<file path="src/rtl/spi_pkg.sv">
// Shared definitions for the SPI byte sequencer: FSM state encoding and the default fill byte.
package spi_pkg;

  typedef enum logic [1:0] {
    S_IDLE  = 2'd0,
    S_LOAD  = 2'd1,
    S_RUN   = 2'd2,
    S_DRAIN = 2'd3
  } state_t;

  localparam logic [7:0] FILL_BYTE_DEFAULT = 8'hFF;

endpackage

</file>
<file path="src/rtl/sync_fifo.sv">
// Synchronous first-word-fall-through FIFO; full/empty come from pointers carrying one extra wrap bit.
module sync_fifo #(
  parameter int WIDTH = 8,
  parameter int DEPTH = 16
) (
  input  logic             clk_i,
  input  logic             rst_i,
  input  logic             push_i,
  input  logic [WIDTH-1:0] data_i,
  input  logic             pop_i,
  output logic [WIDTH-1:0] data_o,
  output logic             full_o,
  output logic             empty_o
);

  localparam int AW = (DEPTH > 1) ? $clog2(DEPTH) : 1;

  logic [WIDTH-1:0] r_mem [DEPTH];
  logic [AW:0]      r_wptr;
  logic [AW:0]      r_rptr;
  logic             w_full;
  logic             w_empty;
  logic             w_push;
  logic             w_pop;

  assign w_empty = (r_wptr == r_rptr);
  assign w_full  = (r_wptr[AW] != r_rptr[AW]) && (r_wptr[AW-1:0] == r_rptr[AW-1:0]);
  assign w_pop   = pop_i && !w_empty;
  // A push while full is accepted only when the head leaves in the same cycle.
  assign w_push  = push_i && (!w_full || w_pop);

  always_ff @(posedge clk_i or posedge rst_i) begin
    if (rst_i) begin
      r_wptr <= '0;
      r_rptr <= '0;
    end else begin
      if (w_push) r_wptr <= r_wptr + 1'b1;
      if (w_pop)  r_rptr <= r_rptr + 1'b1;
    end
  end

  always_ff @(posedge clk_i) begin
    if (w_push) r_mem[r_wptr[AW-1:0]] <= data_i;
  end

  assign data_o  = w_empty ? '0 : r_mem[r_rptr[AW-1:0]];
  assign full_o  = w_full;
  assign empty_o = w_empty;

endmodule

</file>
<file path="src/rtl/spi_byte_sequencer.sv">
// Feeds the SPI byte engine a multi-byte transaction from a TX FIFO and collects received bytes
// into an RX FIFO, signalling completion once the engine releases chip-select.
module spi_byte_sequencer
  import spi_pkg::*;
#(
  parameter int         TX_DEPTH  = 16,
  parameter int         RX_DEPTH  = 16,
  parameter int         LEN_W     = 8,
  parameter logic [7:0] FILL_BYTE = FILL_BYTE_DEFAULT
) (
  input  logic             clk_i,
  input  logic             rst_i,
  input  logic [7:0]       tx_data_i,
  input  logic             tx_valid_i,
  output logic             tx_ready_o,
  output logic [7:0]       rx_data_o,
  output logic             rx_valid_o,
  input  logic             rx_ready_i,
  input  logic             start_i,
  input  logic [LEN_W-1:0] len_i,
  output logic             busy_o,
  output logic             done_o,
  output logic             tx_underrun_o,
  output logic             rx_overflow_o,
  output logic             spi_en_o,
  output logic [7:0]       spi_mosi_data_o,
  input  logic [7:0]       spi_miso_data_i,
  input  logic             spi_data_ready_i,
  input  logic             spi_cs_i
);

  localparam logic [LEN_W-1:0] LEN_ONE = 1;

  state_t           r_state;
  state_t           w_state_next;
  logic [LEN_W-1:0] r_remaining;
  logic [LEN_W-1:0] w_remaining_next;
  logic [7:0]       r_mosi;
  logic [7:0]       w_mosi_next;
  logic             r_en;
  logic             w_en_next;
  logic             r_done;
  logic             w_done_next;
  logic             r_underrun;
  logic             w_underrun_next;
  logic             r_overflow;
  logic             w_overflow_next;

  logic             w_tx_full;
  logic             w_tx_empty;
  logic [7:0]       w_tx_head;
  logic             w_tx_push_req;
  logic             w_tx_push;
  logic             w_tx_pop;
  logic             w_tx_bypass;
  logic             w_take;
  logic [7:0]       w_next_byte;
  logic             w_underrun_hit;

  logic             w_rx_full;
  logic             w_rx_empty;
  logic             w_rx_push;
  logic             w_rx_pop;
  logic             w_rx_drop;

  assign w_tx_push_req = tx_valid_i && !w_tx_full;

  // A new MOSI byte is needed in LOAD and on every engine handshake except the last one.
  assign w_take = (r_state == S_LOAD) ||
                  ((r_state == S_RUN) && spi_data_ready_i && (r_remaining != LEN_ONE));

  // With the TX FIFO empty, a byte arriving in the same cycle goes straight to the engine.
  assign w_tx_bypass    = w_take && w_tx_empty && w_tx_push_req;
  assign w_tx_push      = w_tx_push_req && !w_tx_bypass;
  assign w_tx_pop       = w_take && !w_tx_empty;
  assign w_underrun_hit = w_take && w_tx_empty && !w_tx_push_req;
  assign w_next_byte    = !w_tx_empty   ? w_tx_head :
                          w_tx_push_req ? tx_data_i : FILL_BYTE;

  assign w_rx_push = (r_state == S_RUN) && spi_data_ready_i;
  assign w_rx_pop  = rx_ready_i && !w_rx_empty;
  assign w_rx_drop = w_rx_push && w_rx_full && !w_rx_pop;

  sync_fifo #(
    .WIDTH (8),
    .DEPTH (TX_DEPTH)
  ) u_tx_fifo (
    .clk_i   (clk_i),
    .rst_i   (rst_i),
    .push_i  (w_tx_push),
    .data_i  (tx_data_i),
    .pop_i   (w_tx_pop),
    .data_o  (w_tx_head),
    .full_o  (w_tx_full),
    .empty_o (w_tx_empty)
  );

  sync_fifo #(
    .WIDTH (8),
    .DEPTH (RX_DEPTH)
  ) u_rx_fifo (
    .clk_i   (clk_i),
    .rst_i   (rst_i),
    .push_i  (w_rx_push),
    .data_i  (spi_miso_data_i),
    .pop_i   (w_rx_pop),
    .data_o  (rx_data_o),
    .full_o  (w_rx_full),
    .empty_o (w_rx_empty)
  );

  always_ff @(posedge clk_i or posedge rst_i) begin
    if (rst_i) begin
      r_state     <= S_IDLE;
      r_remaining <= '0;
      r_mosi      <= 8'h00;
      r_en        <= 1'b0;
      r_done      <= 1'b0;
      r_underrun  <= 1'b0;
      r_overflow  <= 1'b0;
    end else begin
      r_state     <= w_state_next;
      r_remaining <= w_remaining_next;
      r_mosi      <= w_mosi_next;
      r_en        <= w_en_next;
      r_done      <= w_done_next;
      r_underrun  <= w_underrun_next;
      r_overflow  <= w_overflow_next;
    end
  end

  always_comb begin
    w_state_next     = r_state;
    w_remaining_next = r_remaining;
    w_mosi_next      = r_mosi;
    w_en_next        = r_en;
    w_done_next      = 1'b0;
    w_underrun_next  = r_underrun;
    w_overflow_next  = r_overflow;

    case (r_state)
      S_IDLE: begin
        if (start_i && (len_i != '0)) begin
          w_remaining_next = len_i;
          w_underrun_next  = 1'b0;
          w_overflow_next  = 1'b0;
          w_state_next     = S_LOAD;
        end
      end
      S_LOAD: begin
        w_mosi_next  = w_next_byte;
        w_en_next    = 1'b1;
        w_state_next = S_RUN;
        if (w_underrun_hit) w_underrun_next = 1'b1;
      end
      S_RUN: begin
        if (spi_data_ready_i) begin
          w_remaining_next = r_remaining - LEN_ONE;
          // Dropping en here lets the engine close chip-select after the byte in flight.
          if (r_remaining == LEN_ONE) begin
            w_en_next    = 1'b0;
            w_state_next = S_DRAIN;
          end else begin
            w_mosi_next = w_next_byte;
            if (w_underrun_hit) w_underrun_next = 1'b1;
          end
        end
      end
      S_DRAIN: begin
        if (spi_cs_i) begin
          w_done_next  = 1'b1;
          w_state_next = S_IDLE;
        end
      end
      default: w_state_next = S_IDLE;
    endcase

    if (w_rx_drop) w_overflow_next = 1'b1;
  end

  assign tx_ready_o      = !w_tx_full;
  assign rx_valid_o      = !w_rx_empty;
  assign busy_o          = (r_state != S_IDLE);
  assign done_o          = r_done;
  assign tx_underrun_o   = r_underrun;
  assign rx_overflow_o   = r_overflow;
  assign spi_en_o        = r_en;
  assign spi_mosi_data_o = r_mosi;

endmodule

</file>
<file path="config.mk">
export PLATFORM = sky130hd
export DESIGN_NAME = spi_byte_sequencer
export DESIGN_NICKNAME = d
export VERILOG_FILES = /design/src/rtl/spi_pkg.sv /design/src/rtl/sync_fifo.sv /design/src/rtl/spi_byte_sequencer.sv
export SDC_FILE = /design/constraint.sdc
export NUM_CORES = 1
export LEC_CHECK = 0
export ABC_AREA = 1
export CAP_MARGIN = 20
export CORE_MARGIN = 2
export CORE_UTILIZATION = 56
export CTS_CLUSTER_DIAMETER = 40
export DETAILED_ROUTE_END_ITERATION = 10
export PLACE_DENSITY = 0.78
export SYNTH_ARGS = -nofsm -noshare
export SYNTH_HDL_FRONTEND = slang
export SYNTH_SLANG_ARGS = --single-unit
</file>
<file path="constraint.sdc">
create_clock -name clk_i -period 7.55 [get_ports clk_i]
set_input_delay 0.755 -clock clk_i [delete_from_list [all_inputs] [get_ports clk_i]]
set_output_delay 0.755 -clock clk_i [all_outputs]
set_load 0.01 [all_outputs]
</file>
==> metrics.yaml, run 1 <==
logic_synthesis:
  syn-num-nets: 1235
  yosys-top-cells-area: "edfxtp_1, dfrtp_1, nand2_1, nor2_1, o21ai_0"
  synth_cell_types: 32
  syn-instance-count: 1187
  ys_ff_latch: 298
  ys_warn_count: 0
  yosysMostFrequentCell: "edfxtp_1"
  yosys-top-cells-count: "edfxtp_1, nand2_1, nor2_1"
  synth_flop_cell: "edfxtp_1"
  syn_area_um2: 12900
  async_reset_ff_share_pct: 14.1
  synth_top_cell_by_area: "edfxtp_1"
  syn_area_per_cell_um2: 10.9
  synth_edf_count: 256
  ys_seq_area_share_pct: 67.7
  synth_top_area_share_pct: 59.5
clock_network:
  cts_setup_buffers: 0
  cts_tree: "done"
  cts_max_level: 2
  holdBufCountCts: 0
  cts_root_buf: "clkbuf_16"
  clockBufferDepth: 3
  cts-resized-gates: 0
  insertion_delay_ps: 530
  clk_pin_slew_ps: 60
  cts.sinks: 298
  numCtsBuffers: 36
floorplanning:
  io_pins: 54
  initial_core_util_pct: 57.0
  dieHeight_um: 156
  num_rows: 55
  die_area_um2: 24300
  die_x_um: 156
  core_area_um2: 22600
detailed_routing:
  post_drt_wl_per_cell_um: 18.6
  met2_length_um: 14200
  drt_iter0_markers: 917
  routed_wl_um: 28800
  wl_met3_um: 2390
  top_layer: "met4"
  vias: 8890
  drc: 0
  first_pass_iters: 6
  postRouteAntennaNets: 0
  wl_met1_um: 11500
  vias_per_cell: 5.74
timing:
  finalSetupViolations: 0
  worst_pin_slew_ps: 1100
  fmaxAchievable_ghz: 0.248
  hold_violations: 0
  slew-limit-headroom_pct: 26.4
  rsz0062_at_grt: "false"
  drv_slew: 0
  timing.setup.tns_ps: 0
  clock_skew_ps: 21.0
  period_needed_ps: 4020
  fin_crit_sh_pct: 53.3
global_routing:
  grt_pass1_vias: 8545
  gr-total-overflow: 0
  grtUsageTotal_pct: 24.2
  grt_max_degree: 69
  grt_antenna_before_repair: 0
  grt_first_pass_wirelength_um: 45500
placed_design:
  gp_congestion: 0.820
  dp_hpwl_um: 17300
  placed_area_um2: 13600
  port_buffers: 53
hold_path:
  hold_class: "reg2reg"
layout:
  syn_to_final_growth_pct: 14.4
  n_antenna_cell: 0
  finish.net_count: 1286
  layout-drive-gt1-share_pct: 6.97
  design_area_um2: 14800
power_and_ir_drop:
  clkPwrFrac_pct: 27.5
  ir_worst_vdd_v: 0.000401
  p_per_area_nw_per_um2: 397
  p_switching_mw: 2.20
  power.total_mw: 5.87
  intPower_mw: 3.67
  power_frac_comb_pct: 36.0
  p_sw_share_pct: 37.5
  seqPwrFrac_pct: 36.5
  p_leak_nw: 5.48
worst_setup_path:
  crit_type: "reg2out"
  cp-start-kind: "flip-flop"
  cp_num_buf_inv: 4
  crit_family: "buffers and inverters"
  critPathRequiredTime_ps: 6800
  arrival_ps: 3270
  cp-end-kind: "output port"
  path_cells: "inv_1 -> buf_4 -> o21ai_0 -> o22ai_1 -> nand2_1 -> nand2_1 -> inv_1 -> a21oi_1 -> clkdlybuf4s50_1"
  slowest_delay_ps: 600
  cp_slowest_cell: "clkdlybuf4s50_1"
  regToRegSetupSlack_ps: 4160
  crit_fanout: 47
flow_run:
  max-cap-violations: 0
status:
  status: "finished, final reports clean"
[path summary, 6_finish.rpt]
check | depth (start not counted) | endpoint | startpoint
max | 9 | rx_data_o[6] | u_rx_fifo.r_rptr[0]$_DFFE_PP0P_
min | 2 | spi_mosi_data_o[0]$_DFFE_PP0P_ | spi_mosi_data_o[0]$_DFFE_PP0P_
max reg2reg | 6 | u_rx_fifo.r_mem[8][1]$_DFFE_PP_ | u_rx_fifo.r_rptr[1]$_DFFE_PP0P_
min reg2reg | 2 | spi_mosi_data_o[0]$_DFFE_PP0P_ | spi_mosi_data_o[0]$_DFFE_PP0P_
max in group asynchronous | 2 | u_tx_fifo.r_rptr[0]$_DFFE_PP0P_ | rst_i
min in group asynchronous | 2 | u_rx_fifo.r_rptr[0]$_DFFE_PP0P_ | rst_i
[cell families after synthesis]
group                      Yosys count  share of synthesized area, %
xor gates and xnor gates            25                          1.70
adders and majority gates           17                          1.65
DFF                                298                          67.7
and+or+nand+nor                    530                          16.6
buffers and inverters              114                          3.74
AOI/OAI and AO/OA                  203                          8.70
[cell usage in the layout (no fill, tap or decap), types with 32 or more instances in the layout]
cell and instances:
clkbuf_16 36, clkdlybuf4s50_1 53, dfrtp_1 40, edfxtp_1 256
inv_1 47, nand2_1 225, nand3_1 60, nor2_1 217
o211ai_1 32, o21ai_0 131
[through the flow]
stage / worst slack [ps] / hold WS, ps / cells / util, %
floorplan: 5080 / 488 / 1187 / -
global placement: 4210 / 480 / 1482 / 60.2
detailed placement: 4120 / 484 / 1482 / 60.2
CTS: 3570 / 502 / 1545 / 65.2
global route: 3250 / 513 / 1548 / 65.3
finish: 3530 / 501 / 1548 / 65.3
[registers in the layout, indices dropped and copies added, names as in the netlist, 2 cells and up]
| register | cells |
|---|---|
| u_tx_fifo.r_mem | 128 |
| u_tx_fifo.r_wptr | 5 |
| u_tx_fifo.r_rptr | 5 |
| spi_mosi_data_o | 8 |
| r_state | 2 |
| u_rx_fifo.r_mem | 128 |
| r_remaining | 8 |
| u_rx_fifo.r_wptr | 5 |
| u_rx_fifo.r_rptr | 5 |
[metal layers]
metal	GRT usage [%]	vias to the layer above
met5	0	-
met4	8.04	0
met3	3.72	61
met2	40.6	387
met1	32.6	4243
li1	-	4199
[power groups by stage]
stage	Combinational (mW)	Clock [mW]	Sequential (mW)
after floorplan	1.48	0	2.12
after global placement	2.04	0	2.16
after detailed placement	2.09	0	2.17
after CTS	2.10	1.63	2.14
after global routing	2.37	1.69	2.16
final	2.11	1.61	2.14
[worst register-to-register path, stage by stage (launching register included)]
cell     delay (ps)
dfrtp_1         720
buf_4           470
xor2_1          190
nor2_1           70
nand4_1         190
nand2_1         440
nor2_1          920
[cell type report]
cell class                 instances  area (µm²)
tap                              285         357
sequential                       298        8740
inverter                          58         218
multi-input combinational        775        3690
clock inverter                    23         208
timing repair buffer              69         646
clock buffer                      40         916
fill                            1690        7860
No activity file was read; power rests on OpenSTA's default activity.
==> run 2, diff against run 1 <==
Settings changed: CORE_UTILIZATION 56 to 55, PLACE_DENSITY 0.78 to 0.8.
Clock period 7.55 ns to 3.65 ns, I/O delays scaled along.
==> run 2 against run 1 <==
Sequential power increased by 110%. Clock skew fell by 1.2 ps. Combinational power grew 110%. Flip-flop and latch count stayed put. Worst setup slack got worse by 3300 ps. First-iteration DRC count increased by 8.2%. Non-clock buffer count grew 10. Die area grew 1.8%. Sequential share of layout area shrank 1.7 points. Clock power rose to 2.5 times the previous value. Power grew 120%. Utilization grew 0.13 points.
==> metrics.yaml, run 2 (same netlist as run 1, synthesis figures left out) <==
timing:
  finalSetupViolations: 0
  hold_ws_ps: 351
  setup_ws_ps: 267
  slew-limit-headroom_pct: 40.9
  fin_crit_sh_pct: 92.7
  hold_violations: 0
  timing.setup.tns_ps: 0
  rsz0062_at_grt: "false"
  fmaxAchievable_ghz: 0.296
  drv_slew: 0
  worst_pin_slew_ps: 885
  period_needed_ps: 3380
  clock_skew_ps: 19.8
worst_setup_path:
  r2r_cells: 5
  worstSetupStartpoint: "u_rx_fifo.r_rptr[0]$_DFFE_PP0P_"
  cp-end-kind: "output port"
  r2r-start: "u_rx_fifo.r_rptr[1]$_DFFE_PP0P_"
  critPathCapture: "rx_data_o[6]"
  regToRegSetupSlack_ps: 780
  crit_type: "reg2out"
  arrival_ps: 3020
  cp-start-kind: "flip-flop"
  worstReg2RegEnd: "u_rx_fifo.r_mem[12][0]$_DFFE_PP_"
  critPathRequiredTime_ps: 3280
  crit_fanout: 53
global_routing:
  grt_first_pass_wirelength_um: 46300
  gr-total-overflow: 0
  grt_max_degree: 66
  grt_pass1_vias: 8735
  grtUsageTotal_pct: 24.5
  grt_antenna_before_repair: 0
floorplanning:
  die_x_um: 157
  io_pins: 54
  initial_core_util_pct: 55.5
  core_area_um2: 23300
  num_rows: 56
  dieHeight_um: 157
  die_area_um2: 24700
placed_design:
  gp_congestion: 0.854
  placed_area_um2: 13800
  dp_hpwl_um: 18300
  place_ws_ps: 883
  dp.cells: 1529
  port_buffers: 53
status:
  status: "finished, final reports clean"
layout:
  layout-drive-gt1-share_pct: 8.96
  n_antenna_cell: 0
  design_area_um2: 15200
  final_common_cell: "edfxtp_1"
  instances_no_fill: 1603
  final_cell_mix: "edfxtp_1, nand2_1, nor2_1, o21ai_0, nand3_1"
  final_util_pct: 65.4
  syn_to_final_growth_pct: 17.8
  finish.net_count: 1300
detailed_routing:
  first_pass_iters: 5
  vias_per_cell: 5.65
  drt_iter0_markers: 992
  postRouteAntennaNets: 0
  post_drt_wl_per_cell_um: 18.6
  drc: 0
  routed_wl_um: 29800
  vias: 9051
clock_network:
  holdBufCountCts: 0
  numCtsBuffers: 40
  clk_pin_slew_ps: 60
  insertion_delay_ps: 520
  cts_root_buf: "clkbuf_16"
  cts_tree: "done"
  cts-resized-gates: 0
  cts_max_level: 2
  cts_setup_buffers: 0
  cts.sinks: 298
  clockBufferDepth: 3
power_and_ir_drop:
  power.total_mw: 13.0
  clkPwrFrac_pct: 31.5
  p_sw_share_pct: 36.7
  seqPwrFrac_pct: 34.6
  p_leak_nw: 5.67
  intPower_mw: 8.22
  p_per_area_nw_per_um2: 852
  p_switching_mw: 4.75
  power_frac_comb_pct: 33.9
  ir_worst_vdd_v: 0.000718
hold_path:
  hold_class: "in2async"
flow_run:
  max-cap-violations: 0
## run 2: cell type report
cell class,count,area [µm²]
sequential,298,8740
tap,319,399
clock inverter,28,370
timing repair buffer,79,726
fill,1726,8050
clock buffer,46,1070
inverter,58,218
multi-input combinational,775,3690
## run 2: power by group through the flow
| stage | registers, mW | logic [mW] | clock network [mW] |
|---|---|---|---|
| 2_1_floorplan | 4.38 | 3.05 | 0 |
| 3_3_place_gp | 4.52 | 4.20 | 0 |
| 3_5_place_dp | 4.53 | 4.30 | 0 |
| 4_1_cts | 4.47 | 4.37 | 4.12 |
| 5_1_grt | 4.52 | 4.89 | 4.27 |
| 6_report | 4.48 | 4.40 | 4.09 |
## run 2: worst min-delay path by stage
stage                              startpoint                              end  slack [ps]  cells past startpoint
2_1_floorplan              spi_miso_data_i[0]  u_rx_fifo.r_mem[0][0]$_DFFE_PP_         460                      0
3_3_place_gp   spi_mosi_data_o[2]$_DFFE_PP0P_   spi_mosi_data_o[2]$_DFFE_PP0P_         470                      2
3_5_place_dp   spi_mosi_data_o[2]$_DFFE_PP0P_   spi_mosi_data_o[2]$_DFFE_PP0P_         470                      2
4_1_cts                                 rst_i  u_rx_fifo.r_rptr[2]$_DFFE_PP0P_         370                      2
5_1_grt                              spi_cs_i                 done_o$_DFF_PP0_         410                      3
6_report                                rst_i        rx_overflow_o$_DFFE_PP0P_         350                      2
## run 2: metal layers
metal / up-vias / global-route usage (%) / routed length [µm]
met3: 91 / 4.05 / 2340
li1: 4238 / - / -
met1: 4293 / 32.5 / 12000
met5: - / 0 / 0
met2: 429 / 39.7 / 14200
met4: 0 / 12.0 / 1320
## run 2: critical path: stages, from the launching register on
cell and delay [ps]:
dfrtp_2 580, buf_4 490, o21ai_0 250, o22ai_1 240, nand2_1 70, nand2_1 80
inv_1 60, a21oi_1 130, clkdlybuf4s50_1 560
==> run 3, diff against run 2 <==
Settings changed: CORE_MARGIN 2 to 5, CORE_UTILIZATION 55 to 40, PLACE_DENSITY 0.8 to 0.6.
==> run 3 against run 2 <==
Sequential power down 1%. Register-to-register slack better by 70 ps. Die area up 46%. Combinational power up 2%. Critical path depth down 2. Design area up 0.44%. Flip-flop and latch count unchanged. Clock-buffer cell count up 4. Largest power group is now combinational logic. Cell count up 5.4%. Fmax up 3.9%. Hold slack better by 27 ps. Critical path type unchanged. Global-route usage down 7.4 points.
==> metrics.yaml, run 3 (same netlist as run 1, synthesis figures left out) <==
detailed_routing:
  routed_wl_um: 30600
  vias_per_cell: 5.18
  postRouteAntennaNets: 0
  vias: 8760
  post_drt_wl_per_cell_um: 18.1
  first_pass_iters: 5
  drc: 0
  drt_iter0_markers: 708
clock_network:
  clockBufferDepth: 3
  cts.sinks: 298
  cts_tree: "done"
  cts_root_buf: "clkbuf_16"
  insertion_delay_ps: 530
  cts_max_level: 2
  holdBufCountCts: 0
  numCtsBuffers: 41
  cts-resized-gates: 0
  clk_pin_slew_ps: 60
  cts_setup_buffers: 0
global_routing:
  grt_max_degree: 67
  grt_first_pass_wirelength_um: 48600
  grt_antenna_before_repair: 0
  grt_pass1_vias: 8671
  gr-total-overflow: 0
  grtUsageTotal_pct: 17.1
layout:
  finish.net_count: 1304
  seqCellArea_um2: 8740
  n_antenna_cell: 0
  multi_input_area_um2: 3690
  layout-drive-gt1-share_pct: 8.93
  fill_cells: 2854
  final_common_cell: "edfxtp_1"
  syn_to_final_growth_pct: 18.3
  final_cell_mix: "edfxtp_1, nand2_1, nor2_1, o21ai_0, nand3_1"
worst_setup_path:
  critPathRequiredTime_ps: 3280
  cp_num_buf_inv: 2
  crit_fanout: 26
  cp-start-kind: "flip-flop"
  cp_slowest_cell: "dfrtp_1"
  r2r-start: "r_state[0]$_DFFE_PP0P_"
  r2r_cells: 9
  crit_family: "buffers and inverters"
  critPathCapture: "rx_data_o[2]"
  cp-end-kind: "output port"
  arrival_ps: 2890
  worstSetupStartpoint: "u_rx_fifo.r_rptr[1]$_DFFE_PP0P_"
  slowest_delay_ps: 680
  regToRegSetupSlack_ps: 850
  path_depth: 6
  worstReg2RegEnd: "u_tx_fifo.r_mem[7][3]$_DFFE_PP_"
  path_cells: "buf_4 -> o21ai_0 -> o211ai_1 -> nand3_1 -> a21oi_1 -> clkdlybuf4s50_1"
  crit_type: "reg2out"
placed_design:
  port_buffers: 53
  dp_hpwl_um: 19400
  gp_congestion: 0.854
  place_ws_ps: 788
floorplanning:
  dieHeight_um: 190
  num_rows: 65
  die_area_um2: 36000
  initial_core_util_pct: 40.7
  io_pins: 54
  core_area_um2: 31700
  die_x_um: 190
timing:
  drv_slew: 0
  period_needed_ps: 3260
  fmaxAchievable_ghz: 0.307
  worst_pin_slew_ps: 1040
  timing.setup.tns_ps: 0
  setup_ws_ps: 393
  fin_crit_sh_pct: 89.2
  rsz0062_at_grt: "false"
  finalSetupViolations: 0
  hold_violations: 0
  slew-limit-headroom_pct: 29.9
  clock_skew_ps: 20.9
power_and_ir_drop:
  p_per_area_nw_per_um2: 839
  ir_worst_vdd_v: 0.000469
  p_leak_nw: 5.65
flow_run:
  max-cap-violations: 0
hold_path:
  hold_class: "in2async"
status:
  status: "finished, final reports clean"
==> run 3: worst min-delay path by stage <==
stage / start / endpoint / slack, ps / depth (start not counted)
final: rst_i / u_rx_fifo.r_rptr[1]$_DFFE_PP0P_ / 380 / 2
after global routing: spi_cs_i / done_o$_DFF_PP0_ / 430 / 3
after floorplan: spi_miso_data_i[0] / u_rx_fifo.r_mem[0][0]$_DFFE_PP_ / 460 / 0
after CTS: spi_cs_i / done_o$_DFF_PP0_ / 400 / 3
after detailed placement: spi_mosi_data_o[7]$_DFFE_PP0P_ / spi_mosi_data_o[7]$_DFFE_PP0P_ / 470 / 2
after global placement: spi_mosi_data_o[7]$_DFFE_PP0P_ / spi_mosi_data_o[7]$_DFFE_PP0P_ / 470 / 2
==> run 3: per-stage QoR <==
stage | utilization [%] | total power [mW] | hold slack, ps | cells | area, µm²
after floorplan | - | 7.44 | 464 | 1187 | 12900
after global placement | 43.9 | 8.97 | 466 | 1614 | 13900
after detailed placement | 43.9 | 9.00 | 471 | 1614 | 13900
after CTS | 48.2 | 12.9 | 404 | 1689 | 15300
after global routing | 48.2 | 13.7 | 433 | 1690 | 15300
final | 48.2 | 12.8 | 378 | 1690 | 15300
==> run 3: cell type report <==
type	count	area share, %
tap	402	3.29
inverter	58	1.42
timing repair buffer	82	4.98
clock inverter	25	1.71
clock buffer	50	7.21
sequential	298	57.2
multi-input combinational	775	24.2
==> run 3: metal layers <==
metal  up-vias  part of all wire, %  global-route usage [%]
met3        54                  5.9                    3.52
met1      4212                   43                    22.2
met2       252                   49                    28.9
met4         0                  2.6                    5.40
met5         -                    0                       0
li1       4242                    -                       -
==> run 3: worst reg2reg max path, cell delays in order (launching register included) <==
cell and delay (ps):
dfrtp_1 390, inv_1 90, ha_1 320, nand2_1 130, clkinv_1 170, o21ai_2 120, nand2_2 110, nand2_4 110
nand2_4 150, nor3_1 840
==> run 3: report_power, final <==
group          internal, mW  leakage [nW]  total [mW]  switching, mW
Sequential             4.12          2.83        4.42          0.300
Combinational          1.55          2.17        4.49           2.93
Clock                  2.40         0.649        3.91           1.51
